**src/rtl/tap_pkg.sv**
```systemverilog
// Shared types for the TAP loader -> main-RAM write path.
//   tap_wr_state_t : RAM write handshake phases (IDLE, REQ, GAP).
//   tap_wr_entry_t : one queued byte write {addr[15:0], data[7:0]}.
//   TAP_WR_DEPTH   : default write-buffer depth.
package tap_pkg;

    localparam int TAP_WR_DEPTH = 4;

    typedef enum logic [1:0] {
        IDLE = 2'd0,
        REQ  = 2'd1,
        GAP  = 2'd2
    } tap_wr_state_t;

    typedef struct packed {
        logic [15:0] addr;
        logic [7:0]  data;
    } tap_wr_entry_t;

endpackage

```
**src/rtl/tap_wr_fifo.sv**
```systemverilog
// Small synchronous FIFO of tap_wr_entry_t used by tap_ram_writer.
// Ports:
//   clk_i, srst_i     : clock, synchronous active-high reset
//   push_i, din_i     : write din_i at the tail (ignored while full)
//   pop_i             : drop the head entry (ignored while empty)
//   clear_i           : empty the FIFO; overrides push and pop
//   head_o            : entry at the head (valid while !empty_o)
//   full_o, empty_o   : registered occupancy flags
//   count_o           : occupancy, 0..DEPTH
// DEPTH must be a power of two (2..16) so the pointers wrap naturally.
module tap_wr_fifo
    import tap_pkg::*;
#(
    parameter int DEPTH = TAP_WR_DEPTH
) (
    input  logic                   clk_i,
    input  logic                   srst_i,
    input  logic                   push_i,
    input  tap_wr_entry_t          din_i,
    input  logic                   pop_i,
    input  logic                   clear_i,
    output tap_wr_entry_t          head_o,
    output logic                   full_o,
    output logic                   empty_o,
    output logic [$clog2(DEPTH):0] count_o
);

    localparam int PW = $clog2(DEPTH);

    tap_wr_entry_t mem_q [DEPTH];
    logic [PW-1:0] wr_ptr_q;
    logic [PW-1:0] rd_ptr_q;
    logic [PW:0]   count_q;
    logic [PW:0]   count_d;
    logic          full_q;
    logic          empty_q;
    logic          do_push;
    logic          do_pop;

    // Full/empty come from the pre-edge registers, so a push into a full
    // FIFO is refused even when a pop happens on the same edge.
    assign do_push = push_i && !full_q;
    assign do_pop  = pop_i && !empty_q;

    always_comb begin
        count_d = count_q;
        if (clear_i) begin
            count_d = '0;
        end else begin
            count_d = count_q + {{PW{1'b0}}, do_push} - {{PW{1'b0}}, do_pop};
        end
    end

    always_ff @(posedge clk_i) begin
        if (srst_i) begin
            wr_ptr_q <= '0;
            rd_ptr_q <= '0;
            count_q  <= '0;
            full_q   <= 1'b0;
            empty_q  <= 1'b1;
        end else begin
            count_q <= count_d;
            full_q  <= (count_d == (PW+1)'(DEPTH));
            empty_q <= (count_d == '0);
            if (clear_i) begin
                wr_ptr_q <= '0;
                rd_ptr_q <= '0;
            end else begin
                if (do_push) wr_ptr_q <= wr_ptr_q + 1'b1;
                if (do_pop)  rd_ptr_q <= rd_ptr_q + 1'b1;
            end
        end
    end

    // Storage has no reset; only the pointers and count define validity.
    always_ff @(posedge clk_i) begin
        if (do_push && !clear_i) begin
            mem_q[wr_ptr_q] <= din_i;
        end
    end

    // Head is read straight from the array so IDLE can latch it on the
    // first edge after the entry lands.
    assign head_o  = mem_q[rd_ptr_q];
    assign full_o  = full_q;
    assign empty_o = empty_q;
    assign count_o = count_q;

endmodule

```
**src/rtl/tap_ram_writer.sv**
```systemverilog
// Write buffer between the TAP loader and the main-RAM arbiter.
// Loader byte writes are queued in tap_wr_fifo and drained one at a time
// with a req/ack handshake, each write followed by one idle GAP cycle.
// Ports:
//   clk_sys, reset          : clock, synchronous active-high reset
//   in_addr, in_data, in_wr : loader write strobe with address/data
//   in_wait                 : FIFO full, loader must hold off
//   flush                   : discard queued writes (in-flight write completes)
//   ram_addr, ram_dout      : head entry presented to the arbiter
//   ram_req, ram_ack        : write request / one-cycle acceptance
//   idle                    : nothing queued and no request outstanding
//   overflow                : sticky, a write arrived while full
//   wr_count                : bytes acknowledged by RAM, wraps
module tap_ram_writer
    import tap_pkg::*;
#(
    parameter int DEPTH = TAP_WR_DEPTH,
    parameter int CNT_W = 16
) (
    input  logic             clk_sys,
    input  logic             reset,
    input  logic [15:0]      in_addr,
    input  logic [7:0]       in_data,
    input  logic             in_wr,
    output logic             in_wait,
    input  logic             flush,
    output logic [15:0]      ram_addr,
    output logic [7:0]       ram_dout,
    output logic             ram_req,
    input  logic             ram_ack,
    output logic             idle,
    output logic             overflow,
    output logic [CNT_W-1:0] wr_count
);

    tap_wr_state_t           state_q;
    logic [15:0]             ram_addr_q;
    logic [7:0]              ram_dout_q;
    logic                    ram_req_q;
    logic                    overflow_q;
    logic [CNT_W-1:0]        wr_count_q;

    tap_wr_entry_t           fifo_din;
    tap_wr_entry_t           fifo_head;
    logic                    fifo_full;
    logic                    fifo_empty;
    logic [$clog2(DEPTH):0]  fifo_count;
    logic                    fifo_push;
    logic                    fifo_pop;
    logic                    fifo_clear;

    assign fifo_din   = '{addr: in_addr, data: in_data};
    // Loader writes are ignored while flushing.
    assign fifo_push  = in_wr && !flush;
    assign fifo_pop   = (state_q == REQ) && ram_ack;
    // An outstanding request is never aborted: in REQ the flush waits for
    // the ack and then empties the remainder on the same edge as the pop.
    assign fifo_clear = flush && ((state_q != REQ) || ram_ack);

    tap_wr_fifo #(
        .DEPTH (DEPTH)
    ) u_fifo (
        .clk_i   (clk_sys),
        .srst_i  (reset),
        .push_i  (fifo_push),
        .din_i   (fifo_din),
        .pop_i   (fifo_pop),
        .clear_i (fifo_clear),
        .head_o  (fifo_head),
        .full_o  (fifo_full),
        .empty_o (fifo_empty),
        .count_o (fifo_count)
    );

    always_ff @(posedge clk_sys) begin
        if (reset) begin
            state_q    <= IDLE;
            ram_addr_q <= '0;
            ram_dout_q <= '0;
            ram_req_q  <= 1'b0;
            overflow_q <= 1'b0;
            wr_count_q <= '0;
        end else begin
            if (in_wr && !flush && fifo_full) begin
                overflow_q <= 1'b1;
            end
            case (state_q)
                IDLE: begin
                    if (!fifo_empty && !flush) begin
                        ram_addr_q <= fifo_head.addr;
                        ram_dout_q <= fifo_head.data;
                        ram_req_q  <= 1'b1;
                        state_q    <= REQ;
                    end
                end
                REQ: begin
                    if (ram_ack) begin
                        ram_req_q  <= 1'b0;
                        wr_count_q <= wr_count_q + CNT_W'(1);
                        state_q    <= GAP;
                    end
                end
                GAP: begin
                    state_q <= IDLE;
                end
                default: begin
                    ram_req_q <= 1'b0;
                    state_q   <= IDLE;
                end
            endcase
        end
    end

    assign in_wait  = fifo_full;
    assign idle     = (fifo_count == '0) && (state_q == IDLE);
    assign ram_addr = ram_addr_q;
    assign ram_dout = ram_dout_q;
    assign ram_req  = ram_req_q;
    assign overflow = overflow_q;
    assign wr_count = wr_count_q;

endmodule

```
**config.mk**
```make
export PLATFORM = sky130hd
export DESIGN_NAME = tap_ram_writer
export DESIGN_NICKNAME = d
export VERILOG_FILES = /design/src/rtl/tap_pkg.sv /design/src/rtl/tap_wr_fifo.sv /design/src/rtl/tap_ram_writer.sv
export SDC_FILE = /design/constraint.sdc
export NUM_CORES = 1
export LEC_CHECK = 0
export ABC_CLOCK_PERIOD_IN_PS = 7800
export CAP_MARGIN = 20
export CORE_UTILIZATION = 40
export CTS_BUF_LIST = sky130_fd_sc_hd__clkbuf_2
export DETAILED_ROUTE_END_ITERATION = 6
export GPL_TIMING_DRIVEN = 0
export HOLD_SLACK_MARGIN = 0.08
export PLACE_DENSITY = 0.62
export RECOVER_POWER = 50
export SLEW_MARGIN = 15
export SYNTH_ARGS = -nofsm -noshare
export SYNTH_HDL_FRONTEND = slang
export SYNTH_SLANG_ARGS = --single-unit
```
**constraint.sdc**
```tcl
create_clock -name clk_sys -period 7.8 [get_ports clk_sys]
set_input_delay 1.56 -clock clk_sys [delete_from_list [all_inputs] [get_ports clk_sys]]
set_output_delay 1.56 -clock clk_sys [all_outputs]
set_load 0.03 [all_outputs]
```
After elaboration in Yosys (flattened, before gate mapping)

Memory sizes are Yosys's and may differ from the RTL's. A register that Yosys moved wholly into a read port is not among the register bits.
Cells that the tools add are included.

Memories kept: 1
Memory bits (read-only): 0
Latch bits: 0
Register bits after elaboration: 29
RAM bits: 96

Memories:

| memory       | depth | bits a word | rd ports | clocked after memory_dff | write ports | RTL line          | source |
|---|---|---|---|---|---|---|---|
| u_fifo.mem_q | 4     | 24          | 1        | 1                        | 1           | tap_wr_fifo.sv:30 | `tap_wr_entry_t mem_q [DEPTH];` |

Reduce and logical (&&, ||, !) cells: 22
Divide/modulo/power cells: 0
Mux-type cells: 9
Equal/unequal tests: 6
Order comparisons: 0
Shift-type cells: 0
Multiply operators: 0
Bitwise operators: 1
Add/subtract/negate cells: 5

Operators by type and width:

| cell                    | count |
|---|---|
| $add A16 B1 Y16 const B | 1 |
| $logic_and A1 B1 Y1     | 9 |
| $logic_not A3 Y1        | 2 |
| $reduce_and A2 Y1       | 3 |
| $add A2 B1 Y2 const B   | 2 |
| $logic_not A1 Y1        | 4 |
| $mux W1                 | 4 |
| $mux W2                 | 2 |
| $ne A2 B2 Y1 const B    | 2 |
| $pmux W2 S2             | 1 |
| $add A3 B1 Y3           | 1 |
| $eq A3 B3 Y1 const B    | 1 |
| $mux W3                 | 1 |
| $pmux W1 S3             | 1 |
| $reduce_and A3 Y1       | 1 |
| $sub A3 B1 Y3           | 1 |
| $eq A2 B1 Y1 const B    | 1 |
| $eq A2 B2 Y1 const B    | 1 |
| $logic_not A2 Y1        | 1 |
| $ne A2 B1 Y1 const B    | 1 |
| $reduce_or A2 Y1        | 1 |
| $logic_or A1 B1 Y1      | 1 |
| $not A1 Y1              | 1 |

Depth between registers and ports, before layout

Depth in word-level cells: 7
Mapped depth: 10

Hierarchy

From an unflattened synthesis, not the netlist that was laid out.

Cell total of the unflattened synthesis: 385
Area, all modules: 5739.3 um2

By module, submodules not included:

| module         | cells each | area an instance (um2) | times used | sequential area each (um2) |
|---|---|---|---|---|
| tap_wr_fifo    | 179        | 4025.1                 | 1          | 3103.0 |
| tap_ram_writer | 206        | 1714.1                 | 1          | 880.8 |

Worst setup path after synthesis

Ideal clock, no wire load.

Path kind: input to register
Start: in ram_ack
End: reg u_fifo.full_q (netlist: u_fifo.full_o)
Buffers on the path: 0
Data required time: 7684 ps
Setup time: 116 ps
Cell stages on the path: 10
Arrival: 3443 ps
Setup slack: 4241 ps
Cell sequence: nor4bb_1 -> ha_1 -> inv_1 -> ha_1 -> inv_1 -> fa_1 -> xor2_1 -> xnor2_1 -> nor2_1 -> and3_1

Cells in the longest elaborated chain, start to end: 5
Elaborated cells between the ends (all ways): 7
Those cells by class: 1 x add/sub; 1 x eq/ne; 1 x mux; 4 x reduce/logical

Ends and longest elaborated chain:

| element              | RTL line             | source |
|---|---|---|
| from (decl)          | tap_ram_writer.sv:30 | `input logic ram_ack,` |
| $logic_and A1 B1 Y1  | tap_ram_writer.sv:55 | `assign fifo_pop = (state_q == REQ) && ram_ack;` |
| $logic_and A1 B1 Y1  | tap_wr_fifo.sv:43    | `assign do_pop = pop_i && !empty_q;` |
| $sub A3 B1 Y3        | tap_wr_fifo.sv:50    | `count_d = count_q + {{PW{1'b0}}, do_push} - {{PW{1'b0}}, do_pop};` |
| $mux W3 *            | tap_wr_fifo.sv:47    | `if (clear_i) begin` |
| $eq A3 B3 Y1 *       | tap_wr_fifo.sv:63    | `full_q <= (count_d == (PW+1)'(DEPTH));` |
| to (signal assigned) | tap_wr_fifo.sv:63    |  |
| to (decl)            | tap_wr_fifo.sv:35    | `logic full_q;` |

Every way passes the cells marked *; elsewhere a longest branch is shown, timed or not.
A chain may end at the register's enable or synchronous reset.

Final worst setup path

Start: in flush
End: mem u_fifo.mem_q[2][22] (netlist name) (enable)

Cells in the longest elaborated chain, start to end: 6
Elaborated cells between the ends (all ways): 8
Those cells by class: 2 x mux; 6 x reduce/logical

Ends and longest elaborated chain:

| element                       | RTL line             | source |
|---|---|---|
| from (decl)                   | tap_ram_writer.sv:26 | `input logic flush,` |
| $logic_not A1 Y1              | tap_ram_writer.sv:54 | `assign fifo_push = in_wr && !flush;` |
| $logic_and A1 B1 Y1           | tap_ram_writer.sv:54 |  |
| $logic_and A1 B1 Y1           | tap_wr_fifo.sv:42    | `assign do_push = push_i && !full_q;` |
| via u_fifo.do_push            | tap_wr_fifo.sv:37    | `logic do_push;` |
| $logic_and A1 B1 Y1           | tap_wr_fifo.sv:77    | `if (do_push && !clear_i) begin` |
| $mux W1                       | tap_wr_fifo.sv:77    |  |
| $mux W1 (not written as such) | tap_wr_fifo.sv:78    | `mem_q[wr_ptr_q] <= din_i;` |
| to (decl)                     | tap_wr_fifo.sv:30    |  |

The timed path passes the listed nets, and every way through them passes these cells.

==> results list <==
- Placeable Area: 13450 sq um
- Overall die area: 14540 sq um
- Commonest non-fill, non-tap cell in the layout: edfxtp_1
- Depth of the CTS H-tree: 4
* Remaining global-route overflow: 0
- The detail route stage leaves a number of antenna-violating nets equal to 0.
* DRC violations left: 0
- Prevailing post-synth register cell: edfxtp_1
* Type of the worst setup path: in -> reg
- Number of clock sinks: 149
* Maximum number of pins on one net before global-route repair: 25
- Filler cell count in the final layout: 1252
* Share of the clock period used by the worst path after layout: 0.5304
* Worst hold path stage count: 2
- Sequential element share of the synthesized area: 0.7012
- Counting flops with a built-in enable in the synthesized netlist gives 96.
- Top layer reached by signal wires: met4
* Reported max-cap violation count: 5
- RD Place Congestion: 0.7379
- For the worst-skew pair, the clock arrives at the later sink with an insertion delay of 730 ps.
* Met2 wire length: 5441 microns
- Measured against its own limit, the worst slew margin works out to -0.2747.
- Unrepaired setup endpoints after global routing: false
- Average size of a mapped cell: 14.92 sq um
- Time the final worst path needs with I/O delays and setup: 4137 ps
* Setup skew after layout: 36.45 ps
- The worst register-to-register path has a depth of 2.
- In this design, the stage delay of the slowest critical-path cell is 1520 ps.
- Walking the worst path, the cells encountered are dlygate4sd3_1 > nor3b_1 > and2_0.
* Total half-perimeter wirelength after legalization and detailed placement: 6997 microns
* Wire length per cell after detailed routing: 16.44 microns
* Via count: 3286
- PD cells: 190.6 nW/um^2
* GRT Util Overall: 0.1627
* Final count of pins violating max slew: 108
* Clk root buf: clkbuf_2
- Along the worst path, the maximum fanout reaches 24.
- The die is 120.6 microns tall.
* Post-synthesis net count: 414
- Buffers on Ports: 72
- Antenna violations before repair: 0
* Hold Path Class: reg -> reg
- For this run, the top clock speed supported by timing is 241.7 MHz.
- Share of post-route cells with drive strength above 1: 0.1351
* Tightest Pin Transition: 1911 ps
- The flow ran to the end, but the final reports show violations.
* Width of the chip: 120.6 microns
- For the final routed database, the setup TNS stands at 0 ps.
- Number of buffers inserted for hold repair after clock tree synthesis: 0
- Core Rows: 42
- NumNets Final: 505
- Worst ir drop on vdd: 74.34 uV
- Element type at the critical path start: input port
- Deepest clock path buffer count: 2
- Final Util: 0.5008
* Async set-or-reset flop fraction in the synthesized netlist: 0
- At the worst endpoint, the required time is 8110 ps.
* Flop and latch count out of synthesis: 149
- During synthesis, Yosys emitted a total of 0 warnings.
- Initial core utilization: 0.4181
* Clock buffer count from CTS: 17
- The synthesized netlist occupies a cell area of 5624 sq um.
* Total Wirelength: 10800 microns
* Post-CTS repair timing setup buffer count: 0
* Endpoints failing setup: 0
- Commonest cells after routing, fill and taps aside: 96 x edfxtp_1, 53 x dfxtp_1, 51 x nand2_1
* Wire length of the first global-routing pass: 17120 microns
- Slowest CP cell: and2_0
- Layout-stage area growth over the synthesis result: 19.80%
- Number of primary I/O pins: 73
* Cells after synthesis: 377
* Initial detailed-routing violation count: 154
* Violations in the final reports: capacitance limit, slew limit
- The count of final hold-check violations came to 0.
* Count of distinct cell types in the synthesized netlist: 40
- Routed wire length on met3: 452 microns
* Via/cell ratio: 5.002
- Pwr Total: 1284 uW
* Wire length on met1: 4720 microns
- Leak: 0.002177 uW
- For this run, the detailed router's first-pass iteration total came to 4.
- The number of antenna diodes in the final layout is 0.
* TritonCTS clock tree: done
* Clock slew at reported path FFs: 200 ps
- Data on the critical path arrives at its endpoint at 4450 ps.
- The via count of the first global-routing pass came to 3310.
- The worst setup path is captured at a flip-flop.
- The number of gates resized after CTS was 0.
[layer usage]
| metal | up-vias | track usage |
|---|---|---|
| li1 | 1572 | - |
| met1 | 1635 | 0.2011 |
| met2 | 64 | 0.2651 |
| met3 | 15 | 0.04764 |
| met4 | 0 | 0.07099 |
| met5 | - | 0 |
[synthesized netlist by cell type (all sizes together), types with 2 or more instances]
library cell / count / area, sq um
edfxtp: 96 / 2883
dfxtp: 53 / 1061
nand2: 51 / 191.4
a21oi: 31 / 155.2
mux4: 24 / 540.5
nor2: 24 / 90.09
clkbuf: 13 / 48.80
inv: 8 / 30.03
ha: 7 / 87.58
nand4: 7 / 58.81
xnor2: 7 / 61.31
xor2: 7 / 61.31
and2: 5 / 31.28
buf: 5 / 23.77
o21ai: 5 / 25.02
or3: 5 / 37.54
nand3: 4 / 20.02
nor2b: 3 / 18.77
or4: 3 / 22.52
and3: 2 / 13.77
mux2: 2 / 22.52
nor3: 2 / 10.01
nor4: 2 / 18.77
[flip-flops by register name (all words and copies together) (netlist names)]
| signal | flops |
|---|---|
| overflow | 1 |
| ram_addr | 16 |
| ram_dout | 8 |
| ram_req | 1 |
| state_q | 2 |
| u_fifo.count_o | 3 |
| u_fifo.empty_o | 1 |
| u_fifo.full_o | 1 |
| u_fifo.mem_q | 96 |
| u_fifo.rd_ptr_q | 2 |
| u_fifo.wr_ptr_q | 2 |
| wr_count | 16 |
[power breakdown]
| part | switching, uW | internal, uW | total [uW] | leakage, uW |
|---|---|---|---|---|
| combinational | 33.6 | 25.3 | 58.9 | 0.000744 |
| clock | 249 | 122 | 371 | 0.000133 |
| sequential | 4.11 | 851 | 855 | 0.00130 |
| total | 287 | 998 | 1280 | 0.00218 |
[path summary, 6_finish.rpt]
kind | start | endpoint | slack [ps]
max | flush | u_fifo.mem_q[2][22] | 3660
min | ram_addr[9] | ram_addr[9] | 470
min reg2reg | ram_addr[9] | ram_addr[9] | 470
max reg2reg | u_fifo.full_o | u_fifo.mem_q[2][22] | 4810
[worst max-delay path: cells and delay by family]
kind | cells | cell delay (ps)
buf+inv | 1 | 610
simple gates | 2 | 2270
[layout make-up]
cell class / count / area (sq um) / share of cell area
Buffer: 18 / 71.32 / 0.01058
Clock buffer: 25 / 125.1 / 0.01857
Clock inverter: 7 / 60.06 / 0.008914
Inverter: 8 / 30.03 / 0.004457
Multi-Input combinational cell: 202 / 1567 / 0.2325
Sequential cell: 149 / 3944 / 0.5853
Tap cell: 176 / 220.2 / 0.03268
Timing Repair Buffer: 72 / 720.7 / 0.1070
[kinds of logic after synthesis]
logic type / after synthesis / synth area share
and+or+nand+nor: 114 / 0.1017
muxes: 27 / 0.1019
adders and majority gates: 8 / 0.01913
AOI/OAI and AO/OA: 39 / 0.03604
DFF: 149 / 0.7012
buffers and inverters: 26 / 0.01824
xor gates and xnor gates: 14 / 0.02180
[through the flow]
stage	std cells	setup slack, ps	hold slack, ps	instance area (sq um)
final	657	3663	467.2	6738
after global routing	657	3478	488.0	6738
after CTS	657	3721	470.6	6755
after detailed placement	625	3309	447.1	6570
after global placement	625	3296	443.2	6565
after floorplan	377	4241	522.2	5624
No activity file was read; power rests on OpenSTA's default activity.
